## src/rtl/rv_pkg.sv

```systemverilog
// Shared RV32I definitions: opcodes, encoder class codes, loader state enum
// and the per-format bit packing helpers used by the instruction encoder.
package rv_pkg;

  localparam logic [6:0] OP_R      = 7'b0110011;
  localparam logic [6:0] OP_IMM    = 7'b0010011;
  localparam logic [6:0] OP_LOAD   = 7'b0000011;
  localparam logic [6:0] OP_STORE  = 7'b0100011;
  localparam logic [6:0] OP_BRANCH = 7'b1100011;
  localparam logic [6:0] OP_LUI    = 7'b0110111;
  localparam logic [6:0] OP_JAL    = 7'b1101111;

  localparam logic [2:0] CLS_R       = 3'd0;
  localparam logic [2:0] CLS_I_ALU   = 3'd1;
  localparam logic [2:0] CLS_LOAD    = 3'd2;
  localparam logic [2:0] CLS_STORE   = 3'd3;
  localparam logic [2:0] CLS_BRANCH  = 3'd4;
  localparam logic [2:0] CLS_LUI     = 3'd5;
  localparam logic [2:0] CLS_JAL     = 3'd6;
  localparam logic [2:0] CLS_ILLEGAL = 3'd7;

  typedef enum logic [1:0] {
    ST_IDLE = 2'd0,
    ST_LOAD = 2'd1,
    ST_DONE = 2'd2
  } state_e;

  function automatic logic [31:0] enc_r(input logic [6:0] f7, input logic [4:0] rs2,
                                        input logic [4:0] rs1, input logic [2:0] f3,
                                        input logic [4:0] rd, input logic [6:0] op);
    return {f7, rs2, rs1, f3, rd, op};
  endfunction

  function automatic logic [31:0] enc_i(input logic [11:0] imm, input logic [4:0] rs1,
                                        input logic [2:0] f3, input logic [4:0] rd,
                                        input logic [6:0] op);
    return {imm, rs1, f3, rd, op};
  endfunction

  function automatic logic [31:0] enc_s(input logic [11:0] imm, input logic [4:0] rs2,
                                        input logic [4:0] rs1, input logic [2:0] f3);
    return {imm[11:5], rs2, rs1, f3, imm[4:0], OP_STORE};
  endfunction

  // imm holds byte-offset bits [12:1]; bit 0 never reaches the word.
  function automatic logic [31:0] enc_b(input logic [12:1] imm, input logic [4:0] rs2,
                                        input logic [4:0] rs1, input logic [2:0] f3);
    return {imm[12], imm[10:5], rs2, rs1, f3, imm[4:1], imm[11], OP_BRANCH};
  endfunction

  function automatic logic [31:0] enc_u(input logic [31:12] imm, input logic [4:0] rd);
    return {imm, rd, OP_LUI};
  endfunction

  function automatic logic [31:0] enc_j(input logic [20:1] imm, input logic [4:0] rd);
    return {imm[20], imm[10:1], imm[11], imm[19:12], rd, OP_JAL};
  endfunction

endpackage

```

## src/rtl/instr_format.sv

```systemverilog
// Combinational RV32I packer: instruction class plus fields in, 32-bit word
// and an illegal-class flag out.
module instr_format
  import rv_pkg::*;
(
  input  logic [2:0]  cls,
  input  logic [2:0]  funct3,
  input  logic [6:0]  funct7,
  input  logic [4:0]  rd,
  input  logic [4:0]  rs1,
  input  logic [4:0]  rs2,
  input  logic [31:0] imm,
  output logic [31:0] word,
  output logic        illegal
);

  always_comb begin
    word    = '0;
    illegal = 1'b0;
    case (cls)
      CLS_R:      word = enc_r(funct7, rs2, rs1, funct3, rd, OP_R);
      CLS_I_ALU:  word = enc_i(imm[11:0], rs1, funct3, rd, OP_IMM);
      CLS_LOAD:   word = enc_i(imm[11:0], rs1, funct3, rd, OP_LOAD);
      CLS_STORE:  word = enc_s(imm[11:0], rs2, rs1, funct3);
      CLS_BRANCH: word = enc_b(imm[12:1], rs2, rs1, funct3);
      CLS_LUI:    word = enc_u(imm[31:12], rd);
      CLS_JAL:    word = enc_j(imm[20:1], rd);
      default:    illegal = 1'b1;
    endcase
  end

endmodule

```

## src/rtl/instr_encoder.sv

```systemverilog
// RV32I program loader: accepts field beats, encodes them and writes the words
// to consecutive instruction-memory addresses through a registered write port.
//
// state   | meaning
// IDLE    | no session; beats refused
// LOAD    | session open; beats accepted while count < DEPTH
// DONE    | session closed by finish; held until start or rst
module instr_encoder
  import rv_pkg::*;
#(
  parameter int ADDR_W = 8
) (
  input  logic              clk,
  input  logic              rst,
  input  logic              start,
  input  logic              finish,
  input  logic              in_valid,
  output logic              in_ready,
  input  logic [2:0]        in_class,
  input  logic [2:0]        in_funct3,
  input  logic [6:0]        in_funct7,
  input  logic [4:0]        in_rd,
  input  logic [4:0]        in_rs1,
  input  logic [4:0]        in_rs2,
  input  logic [31:0]       in_imm,
  output logic              mem_we,
  output logic [ADDR_W-1:0] mem_addr,
  output logic [31:0]       mem_wdata,
  output logic [ADDR_W:0]   count,
  output logic              busy,
  output logic              done,
  output logic              error
);

  localparam logic [ADDR_W:0] DEPTH_C = {1'b1, {ADDR_W{1'b0}}};
  localparam logic [ADDR_W:0] ONE_C   = {{ADDR_W{1'b0}}, 1'b1};

  state_e              state_q, state_d;
  logic [ADDR_W:0]     count_q, count_d;
  logic                error_q, error_d;
  logic                mem_we_q, mem_we_d;
  logic [ADDR_W-1:0]   mem_addr_q, mem_addr_d;
  logic [31:0]         mem_wdata_q, mem_wdata_d;
  logic [31:0]         enc_word;
  logic                enc_illegal;
  logic                accept;

  instr_format u_format (
    .cls     (in_class),
    .funct3  (in_funct3),
    .funct7  (in_funct7),
    .rd      (in_rd),
    .rs1     (in_rs1),
    .rs2     (in_rs2),
    .imm     (in_imm),
    .word    (enc_word),
    .illegal (enc_illegal)
  );

  assign in_ready = (state_q == ST_LOAD) && (count_q < DEPTH_C);

  always_comb begin
    state_d     = state_q;
    count_d     = count_q;
    error_d     = error_q;
    mem_we_d    = 1'b0;
    mem_addr_d  = mem_addr_q;
    mem_wdata_d = mem_wdata_q;
    // start wins over finish and drops any beat offered in the same cycle
    accept      = in_valid && in_ready && !start;

    if (start) begin
      state_d = ST_LOAD;
      count_d = '0;
      error_d = 1'b0;
    end else begin
      case (state_q)
        ST_LOAD: begin
          if (accept) begin
            if (enc_illegal) begin
              error_d = 1'b1;
            end else begin
              mem_we_d    = 1'b1;
              mem_addr_d  = count_q[ADDR_W-1:0];
              mem_wdata_d = enc_word;
              count_d     = count_q + ONE_C;
            end
          end
          if (finish) state_d = ST_DONE;
        end
        default: ;
      endcase
    end
  end

  always_ff @(posedge clk) begin
    if (rst) begin
      state_q     <= ST_IDLE;
      count_q     <= '0;
      error_q     <= 1'b0;
      mem_we_q    <= 1'b0;
      mem_addr_q  <= '0;
      mem_wdata_q <= '0;
    end else begin
      state_q     <= state_d;
      count_q     <= count_d;
      error_q     <= error_d;
      mem_we_q    <= mem_we_d;
      mem_addr_q  <= mem_addr_d;
      mem_wdata_q <= mem_wdata_d;
    end
  end

  assign mem_we    = mem_we_q;
  assign mem_addr  = mem_addr_q;
  assign mem_wdata = mem_wdata_q;
  assign count     = count_q;
  assign error     = error_q;
  assign busy      = (state_q == ST_LOAD);
  assign done      = (state_q == ST_DONE);

endmodule

```

## config.mk

```make
export PLATFORM = sky130hd
export DESIGN_NAME = instr_encoder
export DESIGN_NICKNAME = d
export VERILOG_FILES = /design/src/rtl/rv_pkg.sv /design/src/rtl/instr_format.sv /design/src/rtl/instr_encoder.sv
export SDC_FILE = /design/constraint.sdc
export NUM_CORES = 1
export LEC_CHECK = 0
export CORE_MARGIN = 4
export CORE_UTILIZATION = 40
export DETAILED_ROUTE_END_ITERATION = 8
export DONT_BUFFER_PORTS = 1
export MAX_ROUTING_LAYER = met4
export SYNTH_ARGS = -nofsm -noshare
export SYNTH_HDL_FRONTEND = slang
export SYNTH_HIERARCHICAL = 1
export SYNTH_SLANG_ARGS = --single-unit
```

## constraint.sdc

```tcl
create_clock -name clk -period 2 [get_ports clk]
set_input_delay 0.1 -clock clk [delete_from_list [all_inputs] [get_ports clk]]
set_output_delay 0.1 -clock clk [all_outputs]
set_load 0.01 [all_outputs]
```

==> Yosys cells after proc, flatten, opt, wreduce, memory -nomap -nowiden <==
Cells that the tools add are included.
{ "op_classes": {"bitwise_logic": 4, "n_addsub": 1, "n_lt_le_gt_ge": 1, "n_mux": 5, "n_reduce_logical": 15, "eq_ne": 8} }
{ "op_table": {"columns": ["operator", "count"], "rows": [
  ["one-hot mux 32 bit (7 select lines)", 1],
  ["adder 9 x 1 -> 9 bit (second input constant)", 1],
  ["equality test 3 bit (second input constant)", 3],
  ["less-than comparator 9 bit (second input constant)", 1],
  ["OR reduction 7 bit", 1],
  ["equality test 3 x 2 -> 1 bit (second input constant)", 2],
  ["AND reduction 3 bit", 2],
  ["two-way mux 1 bit", 4],
  ["inverter 1 bit", 4],
  ["AND reduction 2 bit", 2],
  ["AND reduction 4 bit", 1],
  ["nonzero test 2 bit", 2],
  ["OR reduction 4 bit", 1],
  ["equality test 3 x 1 -> 1 bit (second input constant)", 1],
  ["logical AND 1 bit", 3],
  ["zero test 3 bit", 1],
  ["equality test 2 x 1 -> 1 bit (second input constant)", 1],
  ["equality test 2 bit (second input constant)", 1],
  ["OR reduction 2 bit", 1],
  ["zero test 1 bit", 1]
]} }
{ "word_totals": {"input_bits": 65, "out_inout_bits": 54, "word_cells": 41, "ff_bits": 53} }

==> Logic depth before layout (Yosys ltp) <==
Gate-level depths: netlist of run 1.
{ "logic_depth": {"depth_word": 6, "depth_mapped": 10, "mapped_depth_nobuf": 5} }

==> Hierarchy <==
Netlist of run 1, hierarchy kept.
{ "by_module_without_submodules": {"columns": ["module", "area_each_um2", "seq_area_each_um2", "cells_per_inst", "n_inst"], "rows": [
  ["instr_encoder", 2113.3, 1061.0, 252, 1],
  ["instr_format", 842.1, 0.0, 120, 1]
]} }

==> Worst setup path after synthesis of run 1 <==
No wires, ideal clock.
{ "synth_timing": {"path_kind": "in2reg", "start": "input port in_class[1]", "end": "register count_q[3], in the netlist count[3]", "setup_ns": 0.070, "required_time_ns": 1.930, "n_path_buf": 4, "setup_slack_ns": 0.077, "cell_stages": 9, "t_arrival_ns": 1.853, "path_cell_list": "buf_6 buf_4 buf_4 nand2_1 nor2_2 or4b_1 buf_2 or4_1 a21oi_1"} }
{ "synth_between": {"elab_chain_len": 3, "elab_cells_between_ends": 9, "cone_classes": "eq/ne (6); reduce/logical (3)"} }
{ "synth_lines": {"columns": ["item", "line", "rtl"], "rows": [
  ["start: declaration", "instr_encoder.sv:19", "input logic [2:0] in_class,"],
  ["equality test 3 x 1 -> 1 bit (tied with other cells)", "instr_format.sv:20", "case (cls)"],
  ["OR reduction 7 bit (no line) *", null, null],
  ["AND reduction 3 bit (no line) *", null, null],
  ["end signal: assignment", "instr_encoder.sv:106", "count_q <= count_d;"],
  ["end: declaration", "instr_encoder.sv:39", "logic [ADDR_W:0] count_q, count_d;"]
]} }
Every way passes the cells marked *; elsewhere a longest branch is shown, timed or not.
A chain may end at the register's enable or synchronous reset.

==> Worst setup path after layout of run 1 <==
{ "layout_timing": {"start": "register count_q[8], in the netlist count[8]", "end": "register count_q[0], in the netlist count[0]"} }
{ "layout_between": {"elab_chain_len": 5} }
{ "layout_lines": {"columns": ["item", "line", "rtl"], "rows": [
  ["less-than comparator 9 bit", "instr_encoder.sv:60", "assign in_ready = (state_q == ST_LOAD) && (count_q < DEPTH_C);"],
  ["logical AND 1 bit", "instr_encoder.sv:60", null],
  ["logical AND 1 bit (2 in series)", "instr_encoder.sv:70", "accept = in_valid && in_ready && !start;"],
  ["AND reduction 3 bit (no line)", null, null]
]} }
No other way between the ends.

==> flow_summary.toml, run 1 <==
[status]
status = "finished, final reports clean"

[placed_design]
dpl_cell_area_um2 = 3010
dp_slack_ns = 0.209
dpl.hpwl_um = 6240
port_buffers = 0
placed_cells = 446
place.gp.congestion = 0.814

[critical_path]
path_buf_inv = 1
slowest_delay_ns = 0.75
critPathMaxFanout = 14
start_kind = "flip-flop"
worstReg2RegEnd = "count[0]$_SDFFE_PP0P_"
rrSetupSlack_ns = 0.18
crit_chain = "or4b_1, buf_4, or3_1, a21oi_1"
crit_family = "simple AND/OR/NAND/NOR gates"
crit_start = "count[8]$_SDFFE_PP0P_"
reg2reg_depth = 4
cp.arrival_ns = 2.06
critPathKind = "reg2reg"
reg2reg_from = "count[8]$_SDFFE_PP0P_"
cp-end-kind = "flip-flop"
cp_slowest_cell = "or4b_1"
crit_cells = 4
crit_required_ns = 2.24
setup.worst_path.end = "count[0]$_SDFFE_PP0P_"

[clocking]
clock_sinks = 53
cts.clk_slew.worst_paths_ns = 0.10
cts_setup_buffers = 0
cts_root_buf = "clkbuf_8"
htree_levels = 2
clk_latency_ns = 0.30
cts_tree = "built"
clk_path_buf_depth = 2
cts_made_buffers = 5

[timing]
fin_skew_ns = 0.00580
finalCritPeriodShare_pct = 91.2
setup_viol = 0
slew_headroom_pct = 66.5
worst_pin_slew_ns = 0.501
finalHoldViolCount = 0
fmax_ghz = 0.548
fin_tns_setup_ns = 0
holdWs_ns = 0.0219
report.final.slew_viol_count = 0
rsz0062_at_grt = "no"
fin_ws_ns = 0.176
final.min_clock_period_ns = 1.82

[floorplan]
start_util_pct = 41.0
die_y_um = 94.0
die_w_um = 94.0
core_area_um2 = 7210
num_rows = 31
dieArea_um2 = 8830
ios = 119

[run]
max_cap_viol_count = 0

[yosys]
yosysUniqueCellTypes = 48
synthXorXnorAreaFrac_pct = 0.550
ys_seq_area_share_pct = 35.9
synth_cells = 372
synth_fp_nets = 438
synth_top_family_by_area = "compound AO/OA/AOI/OAI gates"
syn_area_per_cell_um2 = 7.94
syn_area_um2 = 2960
synth_area_leaders = "dfxtp_1 36%, a21oi_1 9.1%, o21ai_0 8.1%"
ys_ff_latch = 53
synth_most_common_cell = "a21oi_1"
yosysTopAreaCell = "dfxtp_1"
synth_ff_type = "dfxtp_1"
ys_top_cells_by_count = "54 x a21oi_1, 53 x dfxtp_1, 48 x o21ai_0"
synth_compound_area_share_pct = 28.1
synth_top_area_share_pct = 35.9
synthArstFlopShare_pct = 0
synthAdderAreaFrac_pct = 0.423
synthMuxAreaShare_pct = 5.59
yosys.area_share.simple_pct = 21.8
synth_edf_count = 0
synth_warnings = 6

[pwr]
p_leak_nw = 1.01
vdd_drop_max_mv = 0.328
power_density_nw_per_um2 = 645

[grt]
grt_pass1_vias = 2614
grt_start_max_net_pins = 46
grt_overflow_total = 0
antenna_found_initial = 0
grt_pass1_wl_um = 13800
grtUsageTotal_pct = 20.1

[routing]
wire_per_inst_um = 19.3
drt_pass1_iterations = 4
drc = 0
viasPerCell = 6.00
drt-total-wl_um = 8870
drtIter0Drc = 126
num_vias = 2754
postRouteAntennaNets = 0

[cells_and_area]
area_growth_syn_to_layout_pct = 7.20
drive_gt1_share_pct = 10.6
post-route-cell-area_um2 = 3170
instances_no_fill = 459
antenna_cells = 0
fin_nets = 425

[min_path]
hold_path.class = "in2reg"
min_from = "start"
==> worst min-delay path by stage <==
| stage | to | slack (ns) | cells past startpoint |
|---|---|---|---|
| 2_1_floorplan | state_q[0]$_SDFFE_PP0P_ | 0.22 | 2 |
| 3_3_place_gp | mem_addr[6]$_SDFFE_PP0P_ | 0.18 | 1 |
| 3_5_place_dp | mem_addr[7]$_SDFFE_PP0P_ | 0.18 | 1 |
| 4_1_cts | mem_wdata[6]$_SDFFE_PP0P_ | 0.01 | 3 |
| 5_1_grt | mem_wdata[24]$_SDFFE_PP0P_ | 0.03 | 3 |
| 6_report | mem_addr[3]$_SDFFE_PP0P_ | 0.02 | 3 |
==> tightest hold or removal path, stage by stage <==
cell and delay, ns:
nor4b_4 0.05, nand3_1 0.08, a21oi_1 0.06
==> layout by cell type (no fill, tap or decap), types with 7 or more instances in the layout <==
| cell type | instances |
|---|---|
| a31oi_1 | 7 |
| nand3_1 | 45 |
| mux2i_1 | 12 |
| o21ai_0 | 48 |
| a22o_1 | 8 |
| a21oi_1 | 54 |
| nor2b_1 | 7 |
| nand2_1 | 23 |
| dfxtp_1 | 53 |
| buf_4 | 11 |
==> routing by layer <==
metal  vias to the layer above  part of all wire, %  global-route usage [%]
met5                         -                    0                       -
met4                         0                  1.2                    4.69
met3                         6                  9.8                    7.93
met2                       105                   47                    31.0
met1                      1298                   42                    24.8
li1                       1345                    -                       -
==> logic make-up after synthesis <==
| logic type | count (synthesis) |
|---|---|
| AO/OA/AOI/OAI | 143 |
| XOR/XNOR | 1 |
| adder cells (fa/ha/maj) | 1 |
| buffers and inverters | 43 |
| flip-flops | 53 |
| multiplexers | 16 |
| AND/OR/NAND/NOR | 115 |
==> through the flow <==
| stage | util, % | total power [mW] |
|---|---|---|
| 2_1_floorplan | - | 1.37 |
| 3_3_place_gp | 41.7 | 1.39 |
| 3_5_place_dp | 41.7 | 1.39 |
| 4_1_cts | 43.8 | 2.07 |
| 5_1_grt | 43.9 | 2.14 |
| 6_report | 43.9 | 2.04 |
==> timing repair <==
action,CTS,global route
resized for setup,0,1
endpoints found under the setup margin,0,1
hold buffers,5,0
hold endpoints to repair,47,0
==> cell type report <==
type	instances	area (um2)
inverters	5	18.8
fillers	767	4050
multi-input cells	276	1690
flip-flops and latches	53	1060
clock inverters	2	13.8
well taps	99	124
repair buffers	18	183
clock buffers	6	82.6
==> state kept, by name, indices dropped and copies added, names as in the netlist <==
name and count:
error 1, mem_addr 8, count 9, state_q 2, mem_we 1, mem_wdata 32
==> where the power goes <==
group          leakage, nW  total [mW]  internal [mW]  switching (mW)
Combinational        0.531       0.305          0.128           0.177
Sequential           0.428        1.09           1.07          0.0206
Clock               0.0512       0.645          0.282           0.363
Power figures use the tool's default switching activity.
==> run 2, diff against run 1 <==
- SETUP_SLACK_MARGIN: not set -> 0.2
==> run 2 against run 1 <==
Net effect:
- die area stayed put
- critical endpoint is now count[4]$_SDFFE_PP0P_
- first-iteration DRC count is 4.8% lower
- non-clock buffer count stayed put
- largest power group unchanged
- flip-flop and latch count stayed put
- critical path depth stayed put
==> flow_summary.toml, run 2 (synthesis results as in run 1) <==
[timing]
fin_tns_setup_ns = 0
rsz0062_at_grt = "no"
report.final.slew_viol_count = 0
finalHoldViolCount = 0
setup_viol = 0
finalCritPeriodShare_pct = 84.8
worst_pin_slew_ns = 0.476
slew_headroom_pct = 68.2
final.min_clock_period_ns = 1.70
fin_skew_ns = 0.0111
fmax_ghz = 0.590

[floorplan]
dieArea_um2 = 8830
die_y_um = 94.0
start_util_pct = 41.0
num_rows = 31
ios = 119
die_w_um = 94.0
core_area_um2 = 7210

[critical_path]
cp-end-kind = "flip-flop"
crit_required_ns = 2.25
start_kind = "flip-flop"
critPathMaxFanout = 41
critPathKind = "reg2reg"
cp.arrival_ns = 1.94

[placed_design]
dpl.hpwl_um = 6150
port_buffers = 0
place.gp.congestion = 0.821

[routing]
num_vias = 2763
drc = 0
postRouteAntennaNets = 0
drt_pass1_iterations = 4
drtIter0Drc = 120
wire_per_inst_um = 19.1
drt-total-wl_um = 8770
viasPerCell = 6.02

[clocking]
clock_sinks = 53
clk_path_buf_depth = 2
cts_root_buf = "clkbuf_8"
clk_latency_ns = 0.31
cts.clk_slew.worst_paths_ns = 0.11
cts_setup_buffers = 0
htree_levels = 2
cts_made_buffers = 5
cts_tree = "built"

[pwr]
power_density_nw_per_um2 = 668
vdd_drop_max_mv = 0.235
p_leak_nw = 1.04

[status]
status = "finished, final reports clean"

[grt]
antenna_found_initial = 0
grt_pass1_wl_um = 13500
grt_pass1_vias = 2623
grt_start_max_net_pins = 46
grt_overflow_total = 0
grtUsageTotal_pct = 19.7

[cells_and_area]
num-fill-cells = 782
largest_reg_flops = 32
mostFrequentLayoutCell = "a21oi_1"
final_util_pct = 44.3
drive_gt1_share_pct = 11.1
antenna_cells = 0
final_cell_mix = "54 x a21oi_1, 53 x dfxtp_1, 48 x o21ai_0"
area_growth_syn_to_layout_pct = 8.26
fin_nets = 425

[min_path]
hold_path.class = "in2reg"

[run]
max_cap_viol_count = 0
[run 2: final cells by class]
cell class	instances	area [um2]	share of cell area, %
clock buffers	5	68.8	2.15
clock inverters	3	43.8	1.37
inverters	5	18.8	0.587
multi-input cells	276	1710	53.3
flip-flops and latches	53	1060	33.2
well taps	99	124	3.87
repair buffers	18	178	5.55
[run 2: through the flow]
stage | hold WS (ns) | area, um2 | setup slack (ns) | total power [mW] | std cells
after CTS | 0.00675 | 3190 | 0.264 | 2.16 | 459
final | 0.0103 | 3200 | 0.304 | 2.14 | 459
after floorplan | 0.217 | 2990 | 0.162 | 1.38 | 372
after global placement | 0.176 | 3010 | 0.321 | 1.39 | 446
after detailed placement | 0.177 | 3010 | 0.288 | 1.39 | 446
after global routing | 0.0360 | 3200 | 0.234 | 2.23 | 459
[run 2: worst paths after layout]
kind	from	to	slack, ns	cells past startpoint
min reg2reg	mem_wdata[1]$_SDFFE_PP0P_	mem_wdata[1]$_SDFFE_PP0P_	0.53	2
max reg2reg	count[8]$_SDFFE_PP0P_	count[4]$_SDFFE_PP0P_	0.30	4
max	count[8]$_SDFFE_PP0P_	count[4]$_SDFFE_PP0P_	0.30	4
min	finish	state_q[0]$_SDFFE_PP0P_	0.01	3
[run 2: worst max-delay path, cell delays in order, from the launching register on]
cell     delay, ns
dfxtp_1       0.33
or4b_4        0.56
buf_12        0.19
or4_1         0.41
a21oi_1       0.14
[run 2: power by group]
| part | leakage [nW] | switching (mW) | internal (mW) |
|---|---|---|---|
| clock | 0.0585 | 0.365 | 0.376 |
| sequential | 0.428 | 0.0205 | 1.07 |
| combinational | 0.548 | 0.177 | 0.126 |
| total | 1.04 | 0.563 | 1.57 |
[run 2: repair_timing]
item                                   in CTS  in global routing
hold buffers                                5                  0
endpoints found under the hold margin      47                  0
setup endpoints to repair                   1                  3
gates resized for setup                     1                  3
[run 2: per-layer routing]
metal  up-vias  GRT usage (%)  part of all wire, %
met3         8           5.29                  7.9
met5         -              -                    0
li1       1339              -                    -
met2        93           32.8                   49
met1      1323           24.2                   42
met4         0           3.85                 0.81
